<file path="src/rtl/uart_rx_fifo.sv">
// uart_rx_fifo: receive-side buffer between a UART receiver and an APB read
// path. A three-state write FSM captures each completed frame through a
// level/acknowledge handshake, and the frame's data byte and parity flag are
// stored in a first-word fall-through FIFO. The block also provides
// occupancy status, a level-threshold interrupt and a sticky overrun flag.
module uart_rx_fifo #(
    parameter int DEPTH = 16,
    parameter int LW    = $clog2(DEPTH) + 1
) (
    input  logic          clk,
    input  logic          rst_n,
    input  logic          rx_done_i,
    input  logic [31:0]   rx_data_i,
    input  logic          parity_error_i,
    output logic          host_read_data_o,
    input  logic          rd_en_i,
    output logic [7:0]    rd_data_o,
    output logic          rd_perr_o,
    output logic          empty_o,
    output logic          full_o,
    output logic [LW-1:0] level_o,
    input  logic [LW-2:0] thresh_i,
    output logic          thresh_irq_o,
    output logic          overrun_o,
    input  logic          clr_overrun_i,
    input  logic          flush_i
);

    localparam int PW = $clog2(DEPTH);

    typedef enum logic [1:0] {
        W_IDLE,
        W_ACK,
        W_WAIT_LOW
    } wr_state_e;

    typedef struct packed {
        logic       perr;
        logic [7:0] data;
    } entry_t;

    // Write FSM and handshake state
    wr_state_e     state_q, state_d;
    logic          host_ack_q, host_ack_d;
    logic          overrun_q, overrun_d;

    // FIFO bookkeeping
    logic [PW-1:0] wr_ptr_q, wr_ptr_d;
    logic [PW-1:0] rd_ptr_q, rd_ptr_d;
    logic [LW-1:0] level_q, level_d;
    entry_t        mem_q [DEPTH];

    // Per-cycle decisions
    logic          empty;
    logic          full;
    logic          capture;
    logic          pop_valid;
    logic          push_ok;
    logic          push;
    logic          pop;
    entry_t        cap_entry;
    entry_t        head;

    // Only the low byte of the receiver frame is kept.
    logic          unused_rx_bits;
    assign unused_rx_bits = ^rx_data_i[31:8];

    // Status, capture and push/pop qualification.
    always_comb begin
        empty     = (level_q == '0);
        full      = (level_q == LW'(DEPTH));
        capture   = (state_q == W_IDLE) && rx_done_i;
        pop_valid = rd_en_i && !empty;
        // When full, a push fits only because a pop frees the head slot
        // in the same cycle.
        push_ok   = !full || pop_valid;
        // A flush discards anything that would otherwise move this cycle.
        push      = capture && push_ok && !flush_i;
        pop       = pop_valid && !flush_i;
        cap_entry = '{perr: parity_error_i, data: rx_data_i[7:0]};
    end

    // Next-state logic for the write FSM, FIFO pointers, level and overrun.
    always_comb begin
        // NOTE: every signal assigned here gets a default first, so no path
        // leaves it unassigned and no latch is inferred.
        state_d    = state_q;
        wr_ptr_d   = wr_ptr_q;
        rd_ptr_d   = rd_ptr_q;
        level_d    = level_q;
        overrun_d  = overrun_q;

        // Handshake: capture in IDLE, acknowledge for one cycle, then wait
        // for the receiver to drop rx_done_i before accepting another frame.
        unique case (state_q)
            W_IDLE:     if (rx_done_i) state_d = W_ACK;
            W_ACK:      state_d = W_WAIT_LOW;
            W_WAIT_LOW: if (!rx_done_i) state_d = W_IDLE;
            default:    state_d = W_IDLE;
        endcase

        // The acknowledge is a registered decode of the next state.
        host_ack_d = (state_d == W_ACK);

        if (flush_i) begin
            wr_ptr_d = '0;
            rd_ptr_d = '0;
            level_d  = '0;
        end else begin
            if (push) wr_ptr_d = wr_ptr_q + PW'(1);
            if (pop)  rd_ptr_d = rd_ptr_q + PW'(1);
            unique case ({push, pop})
                2'b10:   level_d = level_q + LW'(1);
                2'b01:   level_d = level_q - LW'(1);
                default: level_d = level_q;
            endcase
        end

        // A dropped frame sets the flag even if a clear arrives together
        // with it; a frame lost to a flush is not an overrun.
        if (capture && !push_ok && !flush_i) begin
            overrun_d = 1'b1;
        end else if (clr_overrun_i) begin
            overrun_d = 1'b0;
        end
    end

    // Control registers with synchronous active-low reset.
    always_ff @(posedge clk) begin
        // NOTE: sequential state uses non-blocking assignments so every flop
        // samples the pre-edge values regardless of statement order.
        if (!rst_n) begin
            state_q    <= W_IDLE;
            host_ack_q <= 1'b0;
            overrun_q  <= 1'b0;
            wr_ptr_q   <= '0;
            rd_ptr_q   <= '0;
            level_q    <= '0;
        end else begin
            state_q    <= state_d;
            host_ack_q <= host_ack_d;
            overrun_q  <= overrun_d;
            wr_ptr_q   <= wr_ptr_d;
            rd_ptr_q   <= rd_ptr_d;
            level_q    <= level_d;
        end
    end

    // Storage array write port.
    always_ff @(posedge clk) begin
        // NOTE: the array has no reset; level_q gates every read, so stale
        // contents are never visible and the RAM can map to plain storage.
        if (push) begin
            mem_q[wr_ptr_q] <= cap_entry;
        end
    end

    // First-word fall-through read: the head entry is shown directly,
    // forced to zero while the FIFO holds nothing.
    always_comb begin
        head      = mem_q[rd_ptr_q];
        rd_data_o = empty ? 8'h00 : head.data;
        rd_perr_o = empty ? 1'b0  : head.perr;
    end

    // Interrupt when occupancy reaches a non-zero threshold.
    assign thresh_irq_o     = (thresh_i != '0) && (level_q >= {1'b0, thresh_i});

    assign host_read_data_o = host_ack_q;
    assign overrun_o        = overrun_q;
    assign level_o          = level_q;
    assign empty_o          = empty;
    assign full_o           = full;

endmodule
</file>
<file path="config.mk">
export PLATFORM = sky130hd
export DESIGN_NAME = uart_rx_fifo
export DESIGN_NICKNAME = d
export VERILOG_FILES = /design/src/rtl/uart_rx_fifo.sv
export SDC_FILE = /design/constraint.sdc
export NUM_CORES = 1
export LEC_CHECK = 0
export ABC_AREA = 1
export ABC_CLOCK_PERIOD_IN_PS = 2500
export CAP_MARGIN = 20
export CORE_UTILIZATION = 35
export CTS_CLUSTER_SIZE = 14
export DETAILED_ROUTE_END_ITERATION = 8
export SLEW_MARGIN = 40
export SYNTH_ARGS = -nofsm -noshare
export SYNTH_HDL_FRONTEND = slang
export SYNTH_SLANG_ARGS = --single-unit
</file>
<file path="constraint.sdc">
create_clock -name clk -period 2.5 [get_ports clk]
set_clock_uncertainty 0.2 [all_clocks]
set_input_delay 0.25 -clock clk [delete_from_list [all_inputs] [get_ports clk]]
set_output_delay 0.25 -clock clk [all_outputs]
set_load 0.01 [all_outputs]
</file>
==> flow_summary.yaml <==
final_layout:
  finalNonFillerCells: 1004
  drive_above_1_share_pct: 14.7
  regArea_sq_um: 4750
  multi_input_area_sq_um: 2030
  final_cell_mix: "212 x nand2_1, 144 x edfxtp_1, 121 x nand3_1, 39 x buf_4, 28 x inv_1"
  nets: 782
  diodes: 0
  fill_cells: 1836
  syn_to_final_growth_pct: 23.1
  layout_commonest_cell: "nand2_1"
synthesis:
  syn_inst: 648
  yosys.area_share.simple_pct: 22.7
  synth_mux_area_share_pct: 0
  synth_top_cell_by_area: "edfxtp_1"
  ys_seq_elements: 165
  synth_area_sq_um: 7030
  syn_area_per_cell_sq_um: 10.9
  synthAdderAreaFrac_pct: 2.31
  ys_warn_count: 0
  synth_compound_area_share_pct: 2.46
  ys_types: 28
  synth_top_area_share_pct: 61.5
  synth_xor_xnor_area_share_pct: 0.872
  syn-num-nets: 704
  synth_area_leaders: "edfxtp_1 61%, nand2_1 11%, nand3_1 8.7%"
  synth_seq_area_share_pct: 67.5
  synth_top_family_by_area: "simple AND/OR/NAND/NOR gates"
floorplan:
  start_util_pct: 35.9
  rows: 51
  die_area_sq_um: 20700
  die_w_microns: 144
  fp.coreArea_sq_um: 19600
  die_h_microns: 144
  io-pin-count: 62
drt:
  wirelength_microns: 15500
  post_drt_wl_per_cell_microns: 15.4
  firstDrtPassIters: 4
  antenna_left: 0
  drtIter0Drc: 242
  via_per_inst: 4.71
  num_vias: 4729
  drc: 0
timing:
  fin_crit_sh_pct: 95.9
  setup_violations: 0
  relSlewSlack_pct: 57.7
  hold_violations: 0
  min_period_ns: 2.40
  worst_pin_slew_ns: 0.633
  drv_slew: 0
  worst_slack_ns: 0.103
  timing.fmax_mhz: 417
power:
  total_leakage_power_nw: 3.26
  p_per_area_nw_per_um2: 675
  ir_drop_mv: 0.465
  power.total_mw: 5.84
placed_design:
  dp_hpwl_microns: 9390
  io_buffers: 37
  dpl_worst_slack_ns: 0.0266
  placed_cells: 964
  place.gp.congestion: 0.773
setup_path:
  worst-path-max-fanout: 17
  end_kind: "output port"
  r2r_end: "level_o[4]"
  cp-endpoint: "rd_data_o[6]"
  critical_path_arrival_ns: 1.95
  rr_worst_depth: 16
  worstPathRequired_ns: 2.05
  reg2reg_slack_ns: 0.20
  startpoint_type: "register"
  r2r-start: "level_o[3]"
  path_class: "register to output port"
clock_network:
  cts_sinks: 165
  holdBufCountCts: 0
  htreeDepth: 4
  cts_tree: "built"
  clockBufferDepth: 2
  cts_root_buffer: "clkbuf_16"
  path_clk_slew_ns: 0.07
  cts_made_buffers: 17
  clk_latency_ns: 0.43
global_route:
  grt_max_degree: 37
  grt_overflow_total: 0
  antenna_found_initial: 0
  grt_first_pass_wirelength_microns: 24300
  grt_pass1_vias: 4603
  grt_usage_pct: 16.1
flow_run:
  cap_viol_max_count: 0
outcome:
  status: "complete, no violations"
worst_hold_path:
  min_path_type: "input port to register"
## kinds of logic after synthesis
| kind of cell | count (synthesis) |
|---|---|
| xor gates and xnor gates | 7 |
| adders and majority gates | 13 |
| AOI/OAI and AO/OA | 33 |
| buffers and inverters | 63 |
| and+or+nand+nor | 367 |
| DFF | 165 |
## synthesized netlist by cell type
library cell    n
buf_6           1
a211oi_1        1
nor2_1         12
nand3_1       122
inv_1          29
nor2_2          3
a21oi_1        25
xor2_1          6
ha_1           13
nor4_1          1
clkinv_1        4
nand2_4         3
clkbuf_1        4
nand2_1       212
nand4_2         1
dfxtp_1        21
nor3_1         12
xnor2_1         1
o21ai_0         5
inv_2           2
inv_4           1
edfxtp_1      144
buf_4          10
buf_2          11
a21boi_0        1
buf_1           1
nor2_4          1
o21bai_1        1
## worst min-delay path by stage
stage | start | end | slack (ns) | depth (start not counted)
after floorplan | rx_data_i[0] | mem_q[0][0] | 0.15 | 0
after global placement | state_q[1] | state_q[1] | 0.23 | 1
after detailed placement | state_q[1] | state_q[1] | 0.24 | 1
after CTS | rx_done_i | state_q[1] | 0.20 | 3
after global routing | rx_done_i | state_q[1] | 0.26 | 3
final | rx_done_i | state_q[1] | 0.21 | 3
## flip-flops by register name, indices dropped and copies added, names as in the netlist, named ones only
name	count
level_o	5
state_q	2
wr_ptr_q	4
rd_ptr_q	4
mem_q	144
host_read_data_o	1
overrun_o	1
## worst max-delay path, stage by stage, from the launching register on
cell	delay, ns
dfxtp_4	0.34
buf_4	0.17
clkinv_8	0.10
buf_12	0.15
nand2_1	0.06
nand3_1	0.06
nand3_1	0.09
nand2_1	0.07
nand2_1	0.05
a21oi_2	0.16
clkdlybuf4s15_2	0.25
## layout make-up
| type | instances | share of cell area [%] |
|---|---|---|
| well taps | 265 | 3.83 |
| repair buffers | 86 | 9.71 |
| multi-input cells | 420 | 23.4 |
| clock buffers | 18 | 4.96 |
| inverters | 36 | 1.75 |
| clock inverters | 14 | 1.49 |
| flip-flops and latches | 165 | 54.9 |
## routing by layer
layer	GRT usage, %	part of all wire (%)	wire, microns
met5	0	0	0
met4	5.43	0.85	131
met1	19.8	45	7000
met2	28.1	50	7690
met3	3.37	4.1	640
## stage by stage
stage	instance area (sq um)	setup TNS, ns	hold WS [ns]	utilization (%)
floorplan	7030	0	0.149	-
global placement	7960	0	0.235	40.6
detailed placement	7960	0	0.238	40.6
CTS	8640	0	0.201	44.1
global route	8660	-0.00857	0.259	44.2
finish	8660	0	0.211	44.2
## report_power, final
| group | internal, mW | switching (mW) | leakage (nW) |
|---|---|---|---|
| clock | 1.38 | 1.07 | 0.266 |
| combinational | 0.154 | 0.226 | 1.52 |
| sequential | 3.01 | 0.00790 | 1.47 |
## timing repair
item	in CTS	in global routing
pin swaps	0	1
resized for setup	30	22
setup endpoints to repair	10	13
gates cloned	2	1
setup buffers	5	0
Note: power is estimated with default switching activity, not from simulation.
